`config.mk`:
```
export PLATFORM = sky130hd
export DESIGN_NAME = sp_bank_ctrl_flat
export DESIGN_NICKNAME = d
export VERILOG_FILES = /design/src/rtl/sp_types_pkg.sv /design/src/rtl/sp_bank_ctrl_if.sv /design/src/rtl/sync_fifo.sv /design/src/rtl/sp_bank_ctrl.sv /design/src/flat_wrapper.sv
export SDC_FILE = /design/constraint.sdc
export NUM_CORES = 1
export LEC_CHECK = 0
export BUFFER_PORTS_ARGS = -buffer_cell sky130_fd_sc_hd__buf_2
export CORE_MARGIN = 4
export CORE_UTILIZATION = 58
export DETAILED_ROUTE_END_ITERATION = 10
export PLACE_DENSITY = 0.88
export SKIP_LAST_GASP = 1
export SLEW_MARGIN = 20
export SYNTH_ARGS = -nofsm -noshare
export SYNTH_HDL_FRONTEND = slang
export SYNTH_SLANG_ARGS = --single-unit
export TNS_END_PERCENT = 1
```
`constraint.sdc`:
```
create_clock -name clk -period 9.2 [get_ports clk]
set_input_delay 0.92 -clock clk [delete_from_list [all_inputs] [get_ports clk]]
set_output_delay 0.92 -clock clk [all_outputs]
set_load 0.005 [all_outputs]
```
`src/rtl/sp_types_pkg.sv`:
```
// Shared widths, request/response layouts and encodings for the bank scratchpad controller.
package sp_types_pkg;

  localparam int unsigned BITS_PER_ROW = 32;
  localparam int unsigned MAT_S_W      = 2;
  localparam int unsigned ROW_S_W      = 6;
  localparam int unsigned WORD_W       = 16;

  localparam int unsigned SRAM_AW = MAT_S_W + ROW_S_W;
  localparam int unsigned WREQ_W  = BITS_PER_ROW + MAT_S_W + ROW_S_W + 1;
  localparam int unsigned RREQ_W  = WORD_W + MAT_S_W + ROW_S_W + 2;
  localparam int unsigned RSP_W   = 2 + WORD_W + BITS_PER_ROW;

  typedef enum logic [1:0] {
    OP_STORE = 2'b00,
    OP_GEMM  = 2'b01
  } rd_op_t;

  typedef struct packed {
    logic                    last;
    logic [MAT_S_W-1:0]      mat;
    logic [ROW_S_W-1:0]      row;
    logic [BITS_PER_ROW-1:0] data;
  } wreq_t;

  // op kept as raw bits so reserved encodings survive until they are dropped
  typedef struct packed {
    logic [1:0]         op;
    logic [MAT_S_W-1:0] mat;
    logic [ROW_S_W-1:0] row;
    logic [WORD_W-1:0]  addr;
  } rreq_t;

  typedef struct packed {
    logic [1:0]              op;
    logic [WORD_W-1:0]       addr;
    logic [BITS_PER_ROW-1:0] data;
  } rsp_t;

  typedef enum logic [1:0] {StIdle, StWr, StRd} cmd_state_e;

  typedef enum logic {GrantW, GrantR} grant_e;

  function automatic logic op_is_legal(logic [1:0] op);
    return (op == OP_STORE) || (op == OP_GEMM);
  endfunction

endpackage

```
`src/rtl/sp_bank_ctrl_if.sv`:
```
// FIFO, SRAM and response-FIFO signals of one bank controller.
interface sp_bank_ctrl_if;
  import sp_types_pkg::*;

  logic [WREQ_W-1:0]       wFIFO_rdata;
  logic                    wFIFO_empty;
  logic                    wFIFO_REN;
  logic [RREQ_W-1:0]       rFIFO_rdata;
  logic                    rFIFO_empty;
  logic                    rFIFO_REN;
  logic                    sram_en;
  logic                    sram_wen;
  logic [SRAM_AW-1:0]      sram_addr;
  logic [BITS_PER_ROW-1:0] sram_wdata;
  logic [BITS_PER_ROW-1:0] sram_rdata;
  logic [RSP_W-1:0]        rspFIFO_wdata;
  logic                    rspFIFO_WEN;
  logic                    rspFIFO_full;
  logic                    mat_done;
  logic [MAT_S_W-1:0]      mat_done_id;
  logic                    bad_op;

  modport master (
    input  wFIFO_rdata, wFIFO_empty, rFIFO_rdata, rFIFO_empty, sram_rdata, rspFIFO_full,
    output wFIFO_REN, rFIFO_REN, sram_en, sram_wen, sram_addr, sram_wdata,
    output rspFIFO_wdata, rspFIFO_WEN, mat_done, mat_done_id, bad_op
  );

  modport slave (
    output wFIFO_rdata, wFIFO_empty, rFIFO_rdata, rFIFO_empty, sram_rdata, rspFIFO_full,
    input  wFIFO_REN, rFIFO_REN, sram_en, sram_wen, sram_addr, sram_wdata,
    input  rspFIFO_wdata, rspFIFO_WEN, mat_done, mat_done_id, bad_op
  );

endinterface

```
`src/rtl/sync_fifo.sv`:
```
// Small synchronous FIFO with occupancy count; any depth >= 2.
module sync_fifo #(
  parameter int unsigned Width = 8,
  parameter int unsigned Depth = 4
) (
  input  logic                       clk_i,
  input  logic                       rst_i,
  input  logic                       wen_i,
  input  logic [Width-1:0]           wdata_i,
  input  logic                       ren_i,
  output logic [Width-1:0]           rdata_o,
  output logic                       full_o,
  output logic                       empty_o,
  output logic [$clog2(Depth+1)-1:0] count_o
);

  localparam int unsigned PtrW = $clog2(Depth);
  localparam int unsigned CntW = $clog2(Depth + 1);

  logic [Width-1:0] mem_q [Depth];
  logic [PtrW-1:0]  wptr_q, rptr_q;
  logic [CntW-1:0]  cnt_q;
  logic             do_wr, do_rd;

  function automatic logic [PtrW-1:0] ptr_inc(logic [PtrW-1:0] p);
    return (p == PtrW'(Depth - 1)) ? '0 : p + 1'b1;
  endfunction

  assign do_wr   = wen_i && !full_o;
  assign do_rd   = ren_i && !empty_o;
  assign full_o  = (cnt_q == CntW'(Depth));
  assign empty_o = (cnt_q == '0);
  assign count_o = cnt_q;
  assign rdata_o = mem_q[rptr_q];

  always_ff @(posedge clk_i) begin
    if (rst_i) begin
      wptr_q <= '0;
      rptr_q <= '0;
      cnt_q  <= '0;
    end else begin
      if (do_wr) wptr_q <= ptr_inc(wptr_q);
      if (do_rd) rptr_q <= ptr_inc(rptr_q);
      cnt_q <= cnt_q + CntW'(do_wr) - CntW'(do_rd);
    end
  end

  always_ff @(posedge clk_i) begin
    if (do_wr) mem_q[wptr_q] <= wdata_i;
  end

endmodule

```
`src/rtl/sp_bank_ctrl.sv`:
```
// One bank: arbitrates the write and read-request FIFOs onto a single-port SRAM and
// returns read data through a skid buffer into the response FIFO.
module sp_bank_ctrl
  import sp_types_pkg::*;
#(
  parameter int unsigned RD_LAT = 2,
  parameter int unsigned SKID_D = RD_LAT + 1
) (
  input logic           clk,
  input logic           rst,
  sp_bank_ctrl_if.master bank_io
);

  localparam int unsigned SkidCntW = $clog2(SKID_D + 1);

  wreq_t      w_req;
  rreq_t      r_req;
  logic       r_legal, w_elig, r_elig, grant_w, grant_r, rsp_wen;
  logic [7:0] pipe_cnt, occ;

  cmd_state_e              state_q;
  grant_e                  last_grant_q;
  logic                    sram_en_q, sram_wen_q, cmd_last_q, mat_done_q, bad_op_q;
  logic [SRAM_AW-1:0]      sram_addr_q;
  logic [BITS_PER_ROW-1:0] sram_wdata_q;
  logic [1:0]              cmd_op_q;
  logic [WORD_W-1:0]       cmd_addr_q;
  logic [MAT_S_W-1:0]      mat_done_id_q;

  logic              pipe_v_q    [RD_LAT];
  logic [1:0]        pipe_op_q   [RD_LAT];
  logic [WORD_W-1:0] pipe_addr_q [RD_LAT];

  rsp_t                skid_wdata, skid_rdata;
  logic                skid_full, skid_empty;
  logic [SkidCntW-1:0] skid_cnt;

  assign w_req   = wreq_t'(bank_io.wFIFO_rdata);
  assign r_req   = rreq_t'(bank_io.rFIFO_rdata);
  assign r_legal = op_is_legal(r_req.op);

  // Reads still owed a skid slot: command on the bus, pipe stages, and skid entries not
  // leaving this cycle.
  always_comb begin
    pipe_cnt = '0;
    for (int unsigned i = 0; i < RD_LAT; i++) pipe_cnt = pipe_cnt + 8'(pipe_v_q[i]);
    occ = 8'(skid_cnt) + pipe_cnt + 8'(state_q == StRd) - 8'(rsp_wen);
  end

  assign w_elig  = !bank_io.wFIFO_empty;
  assign r_elig  = !bank_io.rFIFO_empty && (!r_legal || (occ < 8'(SKID_D)));
  assign grant_w = !rst && w_elig && (!r_elig || (last_grant_q == GrantR));
  assign grant_r = !rst && r_elig && !grant_w;

  assign bank_io.wFIFO_REN = grant_w;
  assign bank_io.rFIFO_REN = grant_r;

  always_ff @(posedge clk) begin
    if (rst) begin
      state_q       <= StIdle;
      last_grant_q  <= GrantR;
      sram_en_q     <= 1'b0;
      sram_wen_q    <= 1'b0;
      sram_addr_q   <= '0;
      sram_wdata_q  <= '0;
      cmd_op_q      <= '0;
      cmd_addr_q    <= '0;
      cmd_last_q    <= 1'b0;
      mat_done_q    <= 1'b0;
      mat_done_id_q <= '0;
      bad_op_q      <= 1'b0;
    end else begin
      mat_done_q <= (state_q == StWr) && cmd_last_q;
      if ((state_q == StWr) && cmd_last_q) mat_done_id_q <= sram_addr_q[SRAM_AW-1 -: MAT_S_W];
      bad_op_q   <= grant_r && !r_legal;
      cmd_last_q <= 1'b0;
      if (grant_w) begin
        state_q      <= StWr;
        last_grant_q <= GrantW;
        sram_en_q    <= 1'b1;
        sram_wen_q   <= 1'b1;
        sram_addr_q  <= {w_req.mat, w_req.row};
        sram_wdata_q <= w_req.data;
        cmd_last_q   <= w_req.last;
      end else if (grant_r && r_legal) begin
        state_q      <= StRd;
        last_grant_q <= GrantR;
        sram_en_q    <= 1'b1;
        sram_wen_q   <= 1'b0;
        sram_addr_q  <= {r_req.mat, r_req.row};
        sram_wdata_q <= '0;
        cmd_op_q     <= r_req.op;
        cmd_addr_q   <= r_req.addr;
      end else begin
        // A dropped reserved op still counts as the read side's turn.
        state_q    <= StIdle;
        sram_en_q  <= 1'b0;
        sram_wen_q <= 1'b0;
        if (grant_r) last_grant_q <= GrantR;
      end
    end
  end

  always_ff @(posedge clk) begin
    if (rst) begin
      for (int unsigned i = 0; i < RD_LAT; i++) pipe_v_q[i] <= 1'b0;
    end else begin
      pipe_v_q[0]    <= (state_q == StRd);
      pipe_op_q[0]   <= cmd_op_q;
      pipe_addr_q[0] <= cmd_addr_q;
      for (int unsigned i = 1; i < RD_LAT; i++) begin
        pipe_v_q[i]    <= pipe_v_q[i-1];
        pipe_op_q[i]   <= pipe_op_q[i-1];
        pipe_addr_q[i] <= pipe_addr_q[i-1];
      end
    end
  end

  assign skid_wdata = '{op: pipe_op_q[RD_LAT-1], addr: pipe_addr_q[RD_LAT-1],
                        data: bank_io.sram_rdata};
  assign rsp_wen    = !skid_empty && !bank_io.rspFIFO_full;

  sync_fifo #(
    .Width(RSP_W),
    .Depth(SKID_D)
  ) u_skid (
    .clk_i  (clk),
    .rst_i  (rst),
    .wen_i  (pipe_v_q[RD_LAT-1]),
    .wdata_i(skid_wdata),
    .ren_i  (rsp_wen),
    .rdata_o(skid_rdata),
    .full_o (skid_full),
    .empty_o(skid_empty),
    .count_o(skid_cnt)
  );

  skid_no_overflow: assert property (@(posedge clk) disable iff (rst)
    !(skid_full && pipe_v_q[RD_LAT-1]));

  assign bank_io.sram_en       = sram_en_q;
  assign bank_io.sram_wen      = sram_wen_q;
  assign bank_io.sram_addr     = sram_addr_q;
  assign bank_io.sram_wdata    = sram_wdata_q;
  assign bank_io.rspFIFO_WEN   = rsp_wen;
  assign bank_io.rspFIFO_wdata = skid_empty ? '0 : skid_rdata;
  assign bank_io.mat_done      = mat_done_q;
  assign bank_io.mat_done_id   = mat_done_id_q;
  assign bank_io.bad_op        = bad_op_q;

endmodule

```
`src/flat_wrapper.sv`:
```
// flat-port wrapper written by rule: the top's interface ports become plain ports
module sp_bank_ctrl_flat import sp_types_pkg::*;
#(
  parameter int unsigned RD_LAT = 2,
  parameter int unsigned SKID_D = RD_LAT + 1
)
  (clk, rst, bank_io_wFIFO_rdata, bank_io_wFIFO_empty, bank_io_rFIFO_rdata, bank_io_rFIFO_empty, bank_io_sram_rdata, bank_io_rspFIFO_full, bank_io_wFIFO_REN, bank_io_rFIFO_REN, bank_io_sram_en, bank_io_sram_wen, bank_io_sram_addr, bank_io_sram_wdata, bank_io_rspFIFO_wdata, bank_io_rspFIFO_WEN, bank_io_mat_done, bank_io_mat_done_id, bank_io_bad_op);
  sp_bank_ctrl_if bank_io_i ();
  input logic clk;
  input logic rst;
  input wire logic [$bits(bank_io_i.wFIFO_rdata)-1:0] bank_io_wFIFO_rdata;
  input wire logic [$bits(bank_io_i.wFIFO_empty)-1:0] bank_io_wFIFO_empty;
  input wire logic [$bits(bank_io_i.rFIFO_rdata)-1:0] bank_io_rFIFO_rdata;
  input wire logic [$bits(bank_io_i.rFIFO_empty)-1:0] bank_io_rFIFO_empty;
  input wire logic [$bits(bank_io_i.sram_rdata)-1:0] bank_io_sram_rdata;
  input wire logic [$bits(bank_io_i.rspFIFO_full)-1:0] bank_io_rspFIFO_full;
  output wire logic [$bits(bank_io_i.wFIFO_REN)-1:0] bank_io_wFIFO_REN;
  output wire logic [$bits(bank_io_i.rFIFO_REN)-1:0] bank_io_rFIFO_REN;
  output wire logic [$bits(bank_io_i.sram_en)-1:0] bank_io_sram_en;
  output wire logic [$bits(bank_io_i.sram_wen)-1:0] bank_io_sram_wen;
  output wire logic [$bits(bank_io_i.sram_addr)-1:0] bank_io_sram_addr;
  output wire logic [$bits(bank_io_i.sram_wdata)-1:0] bank_io_sram_wdata;
  output wire logic [$bits(bank_io_i.rspFIFO_wdata)-1:0] bank_io_rspFIFO_wdata;
  output wire logic [$bits(bank_io_i.rspFIFO_WEN)-1:0] bank_io_rspFIFO_WEN;
  output wire logic [$bits(bank_io_i.mat_done)-1:0] bank_io_mat_done;
  output wire logic [$bits(bank_io_i.mat_done_id)-1:0] bank_io_mat_done_id;
  output wire logic [$bits(bank_io_i.bad_op)-1:0] bank_io_bad_op;
  assign bank_io_i.wFIFO_rdata = bank_io_wFIFO_rdata;
  assign bank_io_i.wFIFO_empty = bank_io_wFIFO_empty;
  assign bank_io_i.rFIFO_rdata = bank_io_rFIFO_rdata;
  assign bank_io_i.rFIFO_empty = bank_io_rFIFO_empty;
  assign bank_io_i.sram_rdata = bank_io_sram_rdata;
  assign bank_io_i.rspFIFO_full = bank_io_rspFIFO_full;
  assign bank_io_wFIFO_REN = bank_io_i.wFIFO_REN;
  assign bank_io_rFIFO_REN = bank_io_i.rFIFO_REN;
  assign bank_io_sram_en = bank_io_i.sram_en;
  assign bank_io_sram_wen = bank_io_i.sram_wen;
  assign bank_io_sram_addr = bank_io_i.sram_addr;
  assign bank_io_sram_wdata = bank_io_i.sram_wdata;
  assign bank_io_rspFIFO_wdata = bank_io_i.rspFIFO_wdata;
  assign bank_io_rspFIFO_WEN = bank_io_i.rspFIFO_WEN;
  assign bank_io_mat_done = bank_io_i.mat_done;
  assign bank_io_mat_done_id = bank_io_i.mat_done_id;
  assign bank_io_bad_op = bank_io_i.bad_op;
  sp_bank_ctrl #(.RD_LAT(RD_LAT), .SKID_D(SKID_D)) u_core (.clk(clk), .rst(rst), .bank_io(bank_io_i));
endmodule
```
-- Word level (Yosys, flattened, before mapping)
Memory sizes are Yosys's and may differ from the RTL's. A register that Yosys moved wholly into a read port is not among the register bits.
Cells that the tools add are included.
- logic and storage cells: 92
- memories: 4
- bits in writable memories: 188
- output and inout port bits: 99
- bits in registers: 74
- input port bits: 104
- memories (name ; words ; width ; rd ports ; clocked after Yosys merged registers in ; write ports ; RTL line ; source):
    u_core.u_skid.mem_q ; 3 ; 50 ; 1 ; 1 ; 1 ; sync_fifo.sv:20 ; logic [Width-1:0] mem_q [Depth];
    u_core.pipe_addr_q ; 2 ; 16 ; 2 ; 0 ; 2 ; sp_bank_ctrl.sv:32 ; logic [WORD_W-1:0] pipe_addr_q [RD_LAT];
    u_core.pipe_op_q ; 2 ; 2 ; 2 ; 0 ; 2 ; sp_bank_ctrl.sv:31 ; logic [1:0] pipe_op_q [RD_LAT];
    u_core.pipe_v_q ; 2 ; 1 ; 2 ; 0 ; 2 ; sp_bank_ctrl.sv:30 ; logic pipe_v_q [RD_LAT];
- bitwise operators: 3
- order comparisons: 1
- mux-type cells: 24
- $add $sub $neg: 8
- equality and inequality tests: 6
- reduce and logical (&&, ||, !) cells: 30
- operators with widths (kind ; count):
    $mux 32 ; 2
    $mux 50 ; 1
    $mux 8 ; 2
    $mux 1 ; 14
    $logic_and 1x1->1 ; 11
    $mux 2 ; 5
    $logic_not 1->1 ; 9
    $add 2x8->8 ; 1
    $add 8x1->8 ; 1
    $eq 2x2->1 const B ; 4
    $lt 8x2->1 const B ; 1
    $sub 8x1->8 ; 1
    $add 2x1->2 const B ; 2
    $eq 2x1->1 const B ; 2
    $logic_not 2->1 ; 2
    $reduce_or 2->1 ; 2
    $logic_or 1x1->1 ; 3
    $reduce_bool 3->1 ; 1
    $add 1x1->2 ; 1
    $add 2x1->2 ; 1
    $or 1x1->1 ; 2
    $reduce_and 2->1 ; 1
    $reduce_bool 2->1 ; 1
    $sub 2x1->2 ; 1
    $not 1->1 ; 1

-- Depth between registers and ports, before layout
An unclocked memory read counts as a cell.
- depth in word-level cells: 16
- depth in mapped cells: 14
- gate-level depth less buffers: 12

-- Cells and area by module
Synthesis repeated with hierarchy kept, for this count alone.
- cell total of the unflattened synthesis: 675
- area total of the unflattened synthesis: 9984.6 sq um
- by module, submodules not included (module ; area each (sq um) ; instances ; cells an instance ; seq. area each (sq um)):
    sync_fifo ; 5959.5 ; 1 ; 352 ; 4664.5
    sp_bank_ctrl ; 4025.1 ; 1 ; 323 ; 2462.4

-- Worst setup path after synthesis
No wires, ideal clock.
- path type: flip-flop to flip-flop
- from: reg u_core.u_skid.cnt_q[1], in the netlist u_core.u_skid.count_o[1]
- to: mem u_core.u_skid.mem_q[2][0] in the netlist's numbering (enable)
- setup time: 530 ps
- stages on the path, launching flop included: 3
- setup slack: 4417 ps
- path buffers: 0
- required time: 8670 ps
- period minus slack after synthesis: 4783 ps
- arrival: 4253 ps
- cell sequence: dfxtp_1 > a21bo_2 > nor3b_1
- word-level cells in the longest chain between the ends: 5
- RTL lines (element ; RTL line ; source):
    from (decl) ; sync_fifo.sv:22 ; logic [CntW-1:0] cnt_q;
    from (signal assigned) ; sync_fifo.sv:44 ; cnt_q <= cnt_q + CntW'(do_wr) - CntW'(do_rd);
    $eq 2x2->1 ; sync_fifo.sv:31 ; assign full_o = (cnt_q == CntW'(Depth));
    $logic_not 1->1 ; sync_fifo.sv:29 ; assign do_wr = wen_i && !full_o;
    $logic_and 1x1->1 ; sync_fifo.sv:29 ;
    $mux 1 ; sync_fifo.sv:49 ; if (do_wr) mem_q[wptr_q] <= wdata_i;
    $mux 1 (implied by the code) ; sync_fifo.sv:49 ;
    to (decl) ; sync_fifo.sv:20 ;
No other way between the ends.

-- Worst setup path after layout
- from: reg u_core.u_skid.cnt_q[1], in the netlist u_core.u_skid.count_o[1]
- to: out bank_io_wFIFO_REN
- word-level cells in the longest chain between the ends: 10
- elaborated cells between the ends (all ways): 12
- classes of those cells: 3 x add/sub; 1 x order compare; 8 x reduce/logical
- RTL lines (element ; RTL line ; source):
    branches (longest 3 deep; another with $add 2x8->8) ; n/a ;
    $sub 8x1->8 * ; sp_bank_ctrl.sv:47 ; occ = 8'(skid_cnt) + pipe_cnt + 8'(state_q == StRd) - 8'(rsp_wen);
    $lt 8x2->1 * ; sp_bank_ctrl.sv:51 ; assign r_elig = !bank_io.rFIFO_empty && (!r_legal || (occ < 8'(SKID_D)));
    $logic_or 1x1->1 * ; sp_bank_ctrl.sv:51 ;
    $logic_and 1x1->1 * ; sp_bank_ctrl.sv:51 ;
    $logic_not 1->1 * ; sp_bank_ctrl.sv:52 ; assign grant_w = !rst && w_elig && (!r_elig || (last_grant_q == GrantR));
    $logic_or 1x1->1 * ; sp_bank_ctrl.sv:52 ;
    $logic_and 1x1->1 * ; sp_bank_ctrl.sv:52 ;
    to (decl) ; flat_wrapper.sv:17 ; output wire logic [$bits(bank_io_i.wFIFO_REN)-1:0] bank_io_wFIFO_REN;
Mark *: on every way between the ends.

==> metrics.csv <==
metric,value,unit
synth.net_count,837,
grt_use_total,20.2,%
die-area,19500,um2
synth_top_cell_by_area,edfxtp_1,
wl_met3,1750,um
tightestPinTransition,995,ps
cts_buffers,26,
syn_avg_cell_area,13.9,um2
pwr-share-seq,44.8,%
gp_congestion,0.808,
status,finished clean,
wl_met2,10500,um
place_area,11100,um2
synth_top_area_share,55.7,%
netlist_instances,724,
synthesis.area,10000,um2
die_h,140,um
grt_pass1_vias,6548,
cts.sinks,263,
power_density,270,nW/um2
nets,1028,
worst-endpoint-arrival,4600,ps
cts_resized,0,
dr.pass1.iters,5,
post_cts_buffers,0,
p_leak,4.54,nW
ir_drop,0.000184,V
setup.worst_path.end_class,output port,
grt_pass1_wl,32300,um
total_power,3.21,mW
setup_viol,0,
async_reset_ff_share,0,%
switchingPower,0.979,mW
synthFlopType,edfxtp_1,
ant_nets,0,
routed_wl,20500,um
wl_met1,7960,um
core_area,16800,um2
ys_seq_elements,263,
hold_buffers,0,
ys_types,44,
cts_tree,built,
final_common_cell,buf_2,
hold_path_class,reg -> reg,
initial_core_util,59.9,%
area_growth,18.5,%
ys_top_cells_by_area,"edfxtp_1 (56%), dfxtp_1 (15%), mux2i_1 (5.2%)",
drcViolationCount,0,
fmax,0.181,GHz
rsz0062_at_grt,false,
viasPerCell,5.64,
fin_crit,5520,ps
wl_per_cell,17.8,um
netSwitchingFraction,30.5,%
crit_required,8280,ps
start_kind,register,
synth_edf_count,186,
combinationalPowerShare,25.9,%
setup_tns,0,ps
cts.path.max_buffers,3,
first_iter_violations,481,
drive_gt1_share,29.0,%
clkSlewWorstSetupHoldPaths,60,ps
ys_seq_area_share,71.0,%
io_buffers,202,
layout_common_cells,"buf_2 (202), edfxtp_1 (186), nor2_1 (113), dfxtp_1 (75), a21oi_1 (74)",
final-max-slew-violation-count,0,
yosysWarnings,0,
slew_headroom,33.7,%
grt_overflow,0,
highest_layer,met4,
grt_max_degree,101,
n_antenna_cell,0,
rows,47,
ios,203,
dr_total_vias,6514,
path_max_fanout,54,
drv_cap,0,
dpl.hpwl,12800,um
clk_latency,520,ps
path_class,reg -> out,
worst_clock_skew,15.7,ps
final-hold-violation-count,0,
cts_root_buffer,clkbuf_16,
htree_levels,1,
fp.dieW,140,um
min_period_over_period,60.0,%
design_area,11900,um2
antenna_found_initial,0,
p_int,2.23,mW
clockPowerShare,29.4,%
[per-layer routing]
| layer | vias to the layer above | track usage (%) |
|---|---|---|
| met5 | - | 0 |
| met4 | 0 | 4.90 |
| met3 | 28 | 5.73 |
| met2 | 265 | 35.5 |
| met1 | 3145 | 24.8 |
| li1 | 3076 | - |
[registers in the layout, indices dropped and copies added, names as in the netlist, named ones only]
register and cells:
u_core.cmd_op_q 2, u_core.bank_io.sram_en 1, u_core.u_skid.mem_q 150, u_core.pipe_addr_q 32, u_core.bank_io.sram_addr 8, u_core.last_grant_q 1
u_core.cmd_addr_q 16, u_core.u_skid.count_o 2, u_core.bank_io.mat_done 1, u_core.cmd_last_q 1, u_core.state_q 1, u_core.bank_io.sram_wen 1
u_core.bank_io.bad_op 1, u_core.u_skid.wptr_q 2, u_core.bank_io.mat_done_id 2, u_core.pipe_op_q 4, u_core.u_skid.rptr_q 2, u_core.pipe_v_q 2
u_core.bank_io.sram_wdata 32
[power groups by stage]
stage          registers (mW)  logic (mW)  clock network (mW)
2_1_floorplan            1.40       0.622                   0
3_3_place_gp             1.46       0.807                   0
3_5_place_dp             1.46       0.830                   0
4_1_cts                  1.44       0.838               0.963
5_1_grt                  1.45       0.916                1.02
6_report                 1.44       0.829               0.942
[final cells by class]
class	instances	area, um2
inverters	13	48.8
well taps	220	275
clock buffers	39	699
flip-flops and latches	263	7130
clock inverters	9	61.3
multi-input cells	401	2600
repair buffers	210	1070
fillers	1152	4870
[kinds of logic (layout without fill, tap and decap cells)]
| family | count (synthesis) | in the layout | share of synthesized area, % |
|---|---|---|---|
| simple gates | 178 | 178 | 7.65 |
| flops | 263 | 263 | 71.0 |
| compound gates | 152 | 152 | 10.5 |
| xor+xnor | 2 | 2 | 0.175 |
| fa+ha+maj | 9 | 9 | 1.27 |
| mux | 60 | 60 | 6.08 |
| buf+inv | 60 | 271 | 3.25 |
[final timing paths]
| kind | from | end | slack [ps] | cells past startpoint |
|---|---|---|---|---|
| worst min-delay path | u_core.pipe_addr_q[0][10]$_DFFE_PN_ | u_core.pipe_addr_q[0][26]$_DFFE_PN_ | 420 | 0 |
| worst max register to register | u_core.u_skid.count_o[1]$_SDFF_PP0_ | u_core.bank_io.sram_wdata[18]$_SDFFE_PP0P_ | 5010 | 14 |
| worst min register to register | u_core.pipe_addr_q[0][10]$_DFFE_PN_ | u_core.pipe_addr_q[0][26]$_DFFE_PN_ | 420 | 0 |
| worst max-delay path | u_core.u_skid.count_o[1]$_SDFF_PP0_ | bank_io_wFIFO_REN | 3680 | 15 |
[critical path: stages, from the launching register on]
cell	delay [ps]
dfxtp_1	360
nor2_4	90
buf_4	490
nor2_1	210
ha_1	370
fa_1	420
inv_1	80
fa_1	160
inv_1	40
ha_1	260
nand2b_1	150
a211o_1	500
a211o_1	350
buf_4	240
and2_1	210
buf_2	120
[synth_stat cells, types with 6 or more instances]
cell and instances:
a22oi_1 8, a32o_1 32, clkbuf_1 26, o21ai_0 20
a311oi_1 8, buf_6 6, ha_1 7, nor2_1 115
mux2i_1 52, dfxtp_1 77, nor3_1 10, edfxtp_1 186
a21oi_1 74, nand3_1 17, inv_1 13, mux2_2 8
nand2_1 19
[per-stage QoR]
stage	hold slack [ps]	util (%)	worst slack, ps	instances
after CTS	417	71.0	3650	1155
after global routing	428	71.0	3370	1155
after detailed placement	405	66.4	4140	1107
after floorplan	400	-	4420	724
after global placement	403	66.4	4210	1107
final	417	71.0	3680	1155
Note: power is estimated with default switching activity, not from simulation.
